File: config.mk
export PLATFORM = sky130hd
export DESIGN_NAME = regfile_write_arbiter_flat
export DESIGN_NICKNAME = d
export VERILOG_FILES = /design/src/rtl/regfile_pkg.sv /design/src/rtl/regfile_write_arbiter_if.sv /design/src/rtl/regfile_write_arbiter_wr_hold_slot.sv /design/src/rtl/regfile_write_arbiter.sv /design/src/flat_wrapper.sv
export SDC_FILE = /design/constraint.sdc
export NUM_CORES = 1
export LEC_CHECK = 0
export CORE_MARGIN = 8
export CORE_UTILIZATION = 35
export CTS_CLUSTER_DIAMETER = 200
export DETAILED_ROUTE_END_ITERATION = 6
export PLACE_DENSITY = 0.64
export SETUP_SLACK_MARGIN = 0.15
export SLEW_MARGIN = 0
export SYNTH_ARGS = -nofsm -noshare
export SYNTH_HDL_FRONTEND = slang
export SYNTH_SLANG_ARGS = --single-unit
File: constraint.sdc
create_clock -name clk -period 4.8 [get_ports clk]
set_clock_uncertainty 0.1 [all_clocks]
set_input_delay 0.48 -clock clk [delete_from_list [all_inputs] [get_ports clk]]
set_output_delay 0.48 -clock clk [all_outputs]
set_load 0.005 [all_outputs]
File: src/rtl/regfile_pkg.sv
// Shared definitions for the register-file write arbiter: widths, the
// hard-wired zero register and the arbiter state encoding.
package regfile_pkg;

   localparam int ADDR_W = 5;
   localparam int DATA_W = 32;
   localparam int CNT_W  = 4;   // wide enough for a starvation limit of 15

   localparam logic [ADDR_W-1:0] REG_ZERO = '0;

   typedef enum logic {
      PRIO0  = 1'b0,   // pipeline writeback wins a tie
      FORCE1 = 1'b1    // host/debug loader has starved, it wins the tie
   } arb_state_t;

endpackage

File: src/rtl/regfile_write_arbiter_if.sv
// Bundle of the two writer handshakes, the register-file write port and the
// decode-stage hazard lookup. The master side is the environment (writers,
// register file, decode); the slave side is the arbiter.
interface regfile_write_arbiter_if #(
   parameter int ADDR_W = regfile_pkg::ADDR_W,
   parameter int DATA_W = regfile_pkg::DATA_W
);

   // Port 0: pipeline writeback
   logic              p0_valid;
   logic              p0_ready;
   logic [ADDR_W-1:0] p0_addr;
   logic [DATA_W-1:0] p0_data;

   // Port 1: host/debug loader
   logic              p1_valid;
   logic              p1_ready;
   logic [ADDR_W-1:0] p1_addr;
   logic [DATA_W-1:0] p1_data;

   // Register file write port
   logic              rf_we;
   logic [ADDR_W-1:0] rf_waddr;
   logic [DATA_W-1:0] rf_wdata;

   // Decode-stage pending-write lookup
   logic [ADDR_W-1:0] rd_addr_1;
   logic [ADDR_W-1:0] rd_addr_2;
   logic              rd_hazard_1;
   logic              rd_hazard_2;

   modport master (
      output p0_valid, p0_addr, p0_data,
      output p1_valid, p1_addr, p1_data,
      output rd_addr_1, rd_addr_2,
      input  p0_ready, p1_ready,
      input  rf_we, rf_waddr, rf_wdata,
      input  rd_hazard_1, rd_hazard_2
   );

   modport slave (
      input  p0_valid, p0_addr, p0_data,
      input  p1_valid, p1_addr, p1_data,
      input  rd_addr_1, rd_addr_2,
      output p0_ready, p1_ready,
      output rf_we, rf_waddr, rf_wdata,
      output rd_hazard_1, rd_hazard_2
   );

endinterface

File: src/rtl/regfile_write_arbiter_wr_hold_slot.sv
// One-entry holding register for a single writer. The slot accepts a new
// entry whenever it is empty or is being drained by a grant this cycle, so a
// port can refill in the same cycle it drains.
module wr_hold_slot #(
   parameter int ADDR_W = regfile_pkg::ADDR_W,
   parameter int DATA_W = regfile_pkg::DATA_W
) (
   input  logic              clk,
   input  logic              rst_n,
   input  logic              i_valid,
   output logic              o_ready,
   input  logic [ADDR_W-1:0] i_addr,
   input  logic [DATA_W-1:0] i_data,
   input  logic              i_grant,
   output logic              o_hold_v,
   output logic [ADDR_W-1:0] o_hold_addr,
   output logic [DATA_W-1:0] o_hold_data
);

   logic              r_en;
   logic              r_hold_v;
   logic [ADDR_W-1:0] r_hold_addr;
   logic [DATA_W-1:0] r_hold_data;
   logic              w_take;

   // r_en keeps ready low during reset and lifts it on the first clock after.
   assign o_ready = r_en && (!r_hold_v || i_grant);
   assign w_take  = i_valid && o_ready;

   // Occupancy flag and post-reset run enable.
   // NOTE: sequential state uses non-blocking (<=) so every flop samples the
   // pre-edge values; blocking here would create order-dependent races.
   always_ff @(posedge clk or negedge rst_n) begin
      if (!rst_n) begin
         r_en     <= 1'b0;
         r_hold_v <= 1'b0;
      end else begin
         r_en <= 1'b1;
         if (w_take)
            r_hold_v <= 1'b1;
         else if (i_grant)
            r_hold_v <= 1'b0;
      end
   end

   // Payload capture on each accepted transfer.
   // NOTE: the payload is deliberately not reset; every consumer qualifies it
   // with r_hold_v, so clearing the valid bit is enough to discard an entry.
   always_ff @(posedge clk) begin
      if (w_take) begin
         r_hold_addr <= i_addr;
         r_hold_data <= i_data;
      end
   end

   assign o_hold_v    = r_hold_v;
   assign o_hold_addr = r_hold_addr;
   assign o_hold_data = r_hold_data;

endmodule

File: src/rtl/regfile_write_arbiter.sv
// Shares the single register-file write port between pipeline writeback
// (port 0) and the host/debug loader (port 1). Fixed priority to port 0 with
// a starvation counter that forces port 1 through, a registered write port,
// and a combinational pending-write scoreboard for decode.
import regfile_pkg::*;

module regfile_write_arbiter #(
   parameter int STARVE_LIMIT = 4,
   parameter int ADDR_W       = regfile_pkg::ADDR_W,
   parameter int DATA_W       = regfile_pkg::DATA_W
) (
   input  logic                    clk,
   input  logic                    rst_n,
   regfile_write_arbiter_if.slave  bus
);

   localparam logic [CNT_W-1:0] LIMIT = CNT_W'(STARVE_LIMIT);
   localparam logic [ADDR_W-1:0] ZERO = ADDR_W'(REG_ZERO);

   logic              w_ready0, w_ready1;
   logic              w_hv0, w_hv1;
   logic [ADDR_W-1:0] w_ha0, w_ha1;
   logic [DATA_W-1:0] w_hd0, w_hd1;
   logic              w_grant0, w_grant1;
   logic [ADDR_W-1:0] w_sel_addr;
   logic [DATA_W-1:0] w_sel_data;

   arb_state_t        r_state;
   logic [CNT_W-1:0]  r_cnt;
   logic              r_we;
   logic [ADDR_W-1:0] r_waddr;
   logic [DATA_W-1:0] r_wdata;

   wr_hold_slot #(.ADDR_W(ADDR_W), .DATA_W(DATA_W)) u_slot0 (
      .clk         (clk),
      .rst_n       (rst_n),
      .i_valid     (bus.p0_valid),
      .o_ready     (w_ready0),
      .i_addr      (bus.p0_addr),
      .i_data      (bus.p0_data),
      .i_grant     (w_grant0),
      .o_hold_v    (w_hv0),
      .o_hold_addr (w_ha0),
      .o_hold_data (w_hd0)
   );

   wr_hold_slot #(.ADDR_W(ADDR_W), .DATA_W(DATA_W)) u_slot1 (
      .clk         (clk),
      .rst_n       (rst_n),
      .i_valid     (bus.p1_valid),
      .o_ready     (w_ready1),
      .i_addr      (bus.p1_addr),
      .i_data      (bus.p1_data),
      .i_grant     (w_grant1),
      .o_hold_v    (w_hv1),
      .o_hold_addr (w_ha1),
      .o_hold_data (w_hd1)
   );

   // Grant one occupied slot; a tie goes to port 0 unless port 1 has starved.
   // NOTE: every output of a combinational block gets a default first, so no
   // path through the if/else can leave a value held and infer a latch.
   always_comb begin
      w_grant0 = 1'b0;
      w_grant1 = 1'b0;
      if (w_hv0 && (!w_hv1 || r_state == PRIO0))
         w_grant0 = 1'b1;
      else if (w_hv1)
         w_grant1 = 1'b1;
   end

   assign w_sel_addr = w_grant1 ? w_ha1 : w_ha0;
   assign w_sel_data = w_grant1 ? w_hd1 : w_hd0;

   // Starvation counter and PRIO0/FORCE1 state.
   always_ff @(posedge clk or negedge rst_n) begin
      if (!rst_n) begin
         r_state <= PRIO0;
         r_cnt   <= '0;
      end else begin
         if (w_hv1 && !w_grant1) begin
            if (r_cnt != LIMIT)
               r_cnt <= r_cnt + 1'b1;
         end else begin
            r_cnt <= '0;
         end

         case (r_state)
            PRIO0:   if (r_cnt == LIMIT && !w_grant1) r_state <= FORCE1;
            FORCE1:  if (w_grant1)                    r_state <= PRIO0;
            default: r_state <= PRIO0;
         endcase
      end
   end

   // Registered register-file write port; writes to register 0 are swallowed.
   always_ff @(posedge clk or negedge rst_n) begin
      if (!rst_n) begin
         r_we    <= 1'b0;
         r_waddr <= '0;
         r_wdata <= '0;
      end else if (w_grant0 || w_grant1) begin
         r_we    <= (w_sel_addr != ZERO);
         r_waddr <= w_sel_addr;
         r_wdata <= w_sel_data;
      end else begin
         r_we    <= 1'b0;
      end
   end

   assign bus.p0_ready = w_ready0;
   assign bus.p1_ready = w_ready1;
   assign bus.rf_we    = r_we;
   assign bus.rf_waddr = r_waddr;
   assign bus.rf_wdata = r_wdata;

   // A read address is hazardous if any held or outgoing write targets it.
   assign bus.rd_hazard_1 = (bus.rd_addr_1 != ZERO) &&
                            ((w_hv0 && w_ha0 == bus.rd_addr_1) ||
                             (w_hv1 && w_ha1 == bus.rd_addr_1) ||
                             (r_we  && r_waddr == bus.rd_addr_1));

   assign bus.rd_hazard_2 = (bus.rd_addr_2 != ZERO) &&
                            ((w_hv0 && w_ha0 == bus.rd_addr_2) ||
                             (w_hv1 && w_ha1 == bus.rd_addr_2) ||
                             (r_we  && r_waddr == bus.rd_addr_2));

endmodule
File: src/flat_wrapper.sv
// flat-port wrapper written by rule: the top's interface ports become plain ports
module regfile_write_arbiter_flat 
#(
   parameter int STARVE_LIMIT = 4,
   parameter int ADDR_W       = regfile_pkg::ADDR_W,
   parameter int DATA_W       = regfile_pkg::DATA_W
)
  (clk, rst_n, bus_p0_valid, bus_p0_addr, bus_p0_data, bus_p1_valid, bus_p1_addr, bus_p1_data, bus_rd_addr_1, bus_rd_addr_2, bus_p0_ready, bus_p1_ready, bus_rf_we, bus_rf_waddr, bus_rf_wdata, bus_rd_hazard_1, bus_rd_hazard_2);
  regfile_write_arbiter_if #(.ADDR_W(ADDR_W), .DATA_W(DATA_W)) bus_i ();
  input  logic clk;
  input  logic rst_n;
  input wire logic [$bits(bus_i.p0_valid)-1:0] bus_p0_valid;
  input wire logic [$bits(bus_i.p0_addr)-1:0] bus_p0_addr;
  input wire logic [$bits(bus_i.p0_data)-1:0] bus_p0_data;
  input wire logic [$bits(bus_i.p1_valid)-1:0] bus_p1_valid;
  input wire logic [$bits(bus_i.p1_addr)-1:0] bus_p1_addr;
  input wire logic [$bits(bus_i.p1_data)-1:0] bus_p1_data;
  input wire logic [$bits(bus_i.rd_addr_1)-1:0] bus_rd_addr_1;
  input wire logic [$bits(bus_i.rd_addr_2)-1:0] bus_rd_addr_2;
  output wire logic [$bits(bus_i.p0_ready)-1:0] bus_p0_ready;
  output wire logic [$bits(bus_i.p1_ready)-1:0] bus_p1_ready;
  output wire logic [$bits(bus_i.rf_we)-1:0] bus_rf_we;
  output wire logic [$bits(bus_i.rf_waddr)-1:0] bus_rf_waddr;
  output wire logic [$bits(bus_i.rf_wdata)-1:0] bus_rf_wdata;
  output wire logic [$bits(bus_i.rd_hazard_1)-1:0] bus_rd_hazard_1;
  output wire logic [$bits(bus_i.rd_hazard_2)-1:0] bus_rd_hazard_2;
  assign bus_i.p0_valid = bus_p0_valid;
  assign bus_i.p0_addr = bus_p0_addr;
  assign bus_i.p0_data = bus_p0_data;
  assign bus_i.p1_valid = bus_p1_valid;
  assign bus_i.p1_addr = bus_p1_addr;
  assign bus_i.p1_data = bus_p1_data;
  assign bus_i.rd_addr_1 = bus_rd_addr_1;
  assign bus_i.rd_addr_2 = bus_rd_addr_2;
  assign bus_p0_ready = bus_i.p0_ready;
  assign bus_p1_ready = bus_i.p1_ready;
  assign bus_rf_we = bus_i.rf_we;
  assign bus_rf_waddr = bus_i.rf_waddr;
  assign bus_rf_wdata = bus_i.rf_wdata;
  assign bus_rd_hazard_1 = bus_i.rd_hazard_1;
  assign bus_rd_hazard_2 = bus_i.rd_hazard_2;
  regfile_write_arbiter #(.STARVE_LIMIT(STARVE_LIMIT), .ADDR_W(ADDR_W), .DATA_W(DATA_W)) u_core (.clk(clk), .rst_n(rst_n), .bus(bus_i));
endmodule
==> impl_metrics.py <==
metrics = {
    "power": {
        "power_density_nw_per_um2": 402,
        "switching_share_pct": 21.2,
        "ir_drop_v": 0.000200,
        "p_clk_share_pct": 43.6,
        "share_seq_of_total_power_pct": 45.1,
        "p_int_uw": 2160,
        "p_sw_uw": 581,
        "power_leakage_uw": 0.00256,
        "power_frac_comb_pct": 11.3,
    },
    "cts": {
        "cts_sinks": 120,
        "tritoncts": "built",
        "clk_pin_slew_worst_paths_ps": 50,
        "cts_post_setup_buffers_inserted": 0,
        "worstSkewPairLatency_ps": 400,
        "cts_max_path_buffers": 2,
        "cts_resized": 0,
        "clockRootBuffer": "clkbuf_16",
        "cts_hold_buf": 0,
        "cts_buffers": 17,
        "htree_levels": 4,
    },
    "floorplan": {
        "num_rows": 42,
        "core_sq_um": 13200,
        "die_x_um": 133,
        "dieHeight_um": 133,
        "initial_core_util_pct": 35.9,
        "die_area_sq_um": 17600,
        "ioPinCount": 130,
    },
    "cells_and_area": {
        "postLayoutCellArea_sq_um": 6800,
        "syn2layout_area_growth_pct": 43.2,
        "final_common_cell": "clkdlybuf4s50_1",
        "diodes": 0,
        "drive_gt1_share_pct": 7.42,
        "layout.cells.non_filler": 661,
        "final_cell_mix": "clkdlybuf4s50_1 (128), edfxtp_1 (74), dfrtp_1 (45)",
        "num-nets-final": 562,
    },
    "global_routing": {
        "grt_pass1_wl_um": 17700,
        "grt_max_degree": 77,
        "grt_util_all_layers_pct": 13.0,
        "grt_pass1_vias": 3387,
        "gr-total-overflow": 0,
        "antenna_found_initial": 0,
    },
    "run_status": {
        "outcome": "complete, no violations",
    },
    "place": {
        "portBuffers": 129,
        "dp_hpwl_um": 7750,
        "pre_cts_ws_ps": 1850,
        "placed_cells": 629,
        "gp_congestion": 0.856,
        "dpl_cell_area_sq_um": 6240,
    },
    "sta": {
        "worstMarginPinSlew_ps": 716,
        "finalHoldViolations": 0,
        "setup_viol": 0,
        "post-route-min-period_ps": 3140,
        "rsz0062_at_grt": "false",
        "finalSetupTns_ps": 0,
        "timing.fmax_ghz": 0.318,
        "worst_slack_ps": 1660,
        "maxSlewHeadroom_pct": 52.3,
        "slew_violations": 0,
        "fin_crit_sh_pct": 65.5,
    },
    "routing": {
        "drt-wirelength-per-cell_um": 17.1,
        "drc": 0,
        "drt_iter0_drc": 133,
        "dr_total_vias": 3050,
        "wl_um": 11300,
        "first_pass_iters": 4,
        "viasPerCell": 4.61,
        "drtAntennaViolNets": 0,
    },
    "min_path": {
        "worstHoldPathType": "input port to async pin",
    },
    "synthesis": {
        "synth_seq_cells": 120,
        "yosysUniqueCellTypes": 32,
        "synth_fp_nets": 422,
        "synth_area_sq_um": 4750,
        "syn_inst": 332,
        "ys_seq_area_share_pct": 71.0,
        "yosys_warnings": 0,
        "syn_avg_cell_area_sq_um": 14.3,
    },
    "setup_path": {
        "critPathKind": "register to output port",
        "crit_slowest_cell": "dfrtp_2",
        "start_kind": "register",
        "arrival_ps": 2560,
        "cp_cell_sequence": "buf_4 > nand3_1 > and2_1 > clkdlybuf4s50_1",
        "critPathMaxStageDelay_ps": 820,
        "cp-end-kind": "output port",
        "critPathBufInv": 2,
        "cp.required_ps": 4220,
        "path_delay_family": "buffers and inverters",
        "crit_path_max_fanout": 26,
    },
    "run": {
        "maxCapViolations": 0,
    },
}
[power groups by stage]
| stage | clock, uW | sequential, uW | combinational (uW) |
|---|---|---|---|
| floorplan | 0 | 1240 | 110 |
| global placement | 0 | 1250 | 309 |
| detailed placement | 0 | 1250 | 316 |
| CTS | 1230 | 1230 | 317 |
| global route | 1270 | 1240 | 338 |
| finish | 1200 | 1230 | 309 |
[cells in the mapped netlist]
| cell type | count | area share [%] |
|---|---|---|
| buf_1 | 1 | 0.079 |
| and2_1 | 4 | 0.53 |
| a22oi_1 | 1 | 0.16 |
| clkbuf_1 | 3 | 0.24 |
| nand2b_1 | 2 | 0.26 |
| xnor2_1 | 7 | 1.3 |
| dfrtp_1 | 46 | 24 |
| a32oi_1 | 2 | 0.37 |
| o21a_1 | 1 | 0.16 |
| nor3_1 | 1 | 0.11 |
| o22ai_1 | 1 | 0.13 |
| a21boi_2 | 1 | 0.24 |
| nand2_1 | 41 | 3.2 |
| conb_1 | 1 | 0.079 |
| nor2b_1 | 1 | 0.13 |
| inv_1 | 4 | 0.32 |
| a21oi_1 | 5 | 0.53 |
| nor4_1 | 7 | 0.92 |
| mux2i_1 | 37 | 7.8 |
| buf_4 | 8 | 1.3 |
| o21ai_0 | 37 | 3.9 |
| buf_2 | 1 | 0.11 |
| and3_1 | 1 | 0.13 |
| a211oi_1 | 1 | 0.16 |
| and2b_1 | 1 | 0.16 |
| ha_1 | 2 | 0.53 |
| nand3_1 | 5 | 0.53 |
| nor2_1 | 8 | 0.63 |
| edfxtp_1 | 74 | 47 |
| xor2_1 | 24 | 4.4 |
| nand3b_1 | 1 | 0.16 |
| or4_1 | 3 | 0.47 |
[worst reg2reg max path: stages, from the launching register on]
cell	delay, ps
dfrtp_2	820
buf_4	510
nand3_1	170
and2_1	210
nand2_1	90
clkinv_1	80
buf_4	300
[registers in the layout (all words and copies together) (netlist names)]
name / cells
u_core.bus.rf_waddr: 5
u_core.r_state: 1
u_core.r_cnt: 4
u_core.u_slot0.o_hold_data: 32
u_core.u_slot0.o_hold_addr: 5
u_core.u_slot0.r_en: 1
u_core.bus.rf_we: 1
u_core.u_slot1.o_hold_data: 32
u_core.u_slot0.o_hold_v: 1
u_core.u_slot1.o_hold_v: 1
u_core.u_slot1.o_hold_addr: 5
u_core.bus.rf_wdata: 32
[logic make-up after synthesis]
kind of cell	after synthesis	synth area share [%]
DFF	120	71.0
and+or+nand+nor	75	7.27
AOI/OAI and AO/OA	49	5.63
muxes	37	7.79
xor gates and xnor gates	31	5.71
buffers and inverters	17	2.00
adders and majority gates	2	0.527
other	1	0.0789
[layout make-up]
| class | instances | area (sq um) |
|---|---|---|
| Clock buffer | 23 | 468 |
| Clock inverter | 9 | 100 |
| Fill cell | 1151 | 6440 |
| Inverter | 4 | 15.0 |
| Multi-Input combinational cell | 195 | 1300 |
| Sequential cell | 120 | 3370 |
| Tap cell | 176 | 220 |
| Timing Repair Buffer | 134 | 1320 |
[stage by stage]
stage	total power [uW]	utilization [%]	hold WS (ps)
CTS	2780	51.4	101
global placement	1560	47.1	331
global route	2850	51.4	126
detailed placement	1570	47.1	337
finish	2740	51.4	71.5
floorplan	1350	-	84.4
[per-layer routing]
metal  GRT usage, %  share of wire (%)
met5              0                  0
met4           5.99                1.4
met3           4.66                5.4
met2           22.9                 53
met1           13.5                 40
[worst paths after layout]
path                                                       end                           from  cells after the start  slack, ps
worst max-delay path                              bus_p0_ready        u_core.u_slot1.o_hold_v                      4       1660
worst min-delay path                    u_core.bus.rf_wdata[8]                          rst_n                      2         70
worst max register to register  u_core.u_slot0.o_hold_data[12]        u_core.u_slot1.o_hold_v                      6       2180
worst min register to register          u_core.bus.rf_wdata[2]  u_core.u_slot0.o_hold_data[2]                      2        350
max in group asynchronous              u_core.u_slot1.o_hold_v                          rst_n                      2       4050
min in group clk                        u_core.bus.rf_wdata[2]  u_core.u_slot0.o_hold_data[2]                      2        350
(Power assumes the default switching activity.)
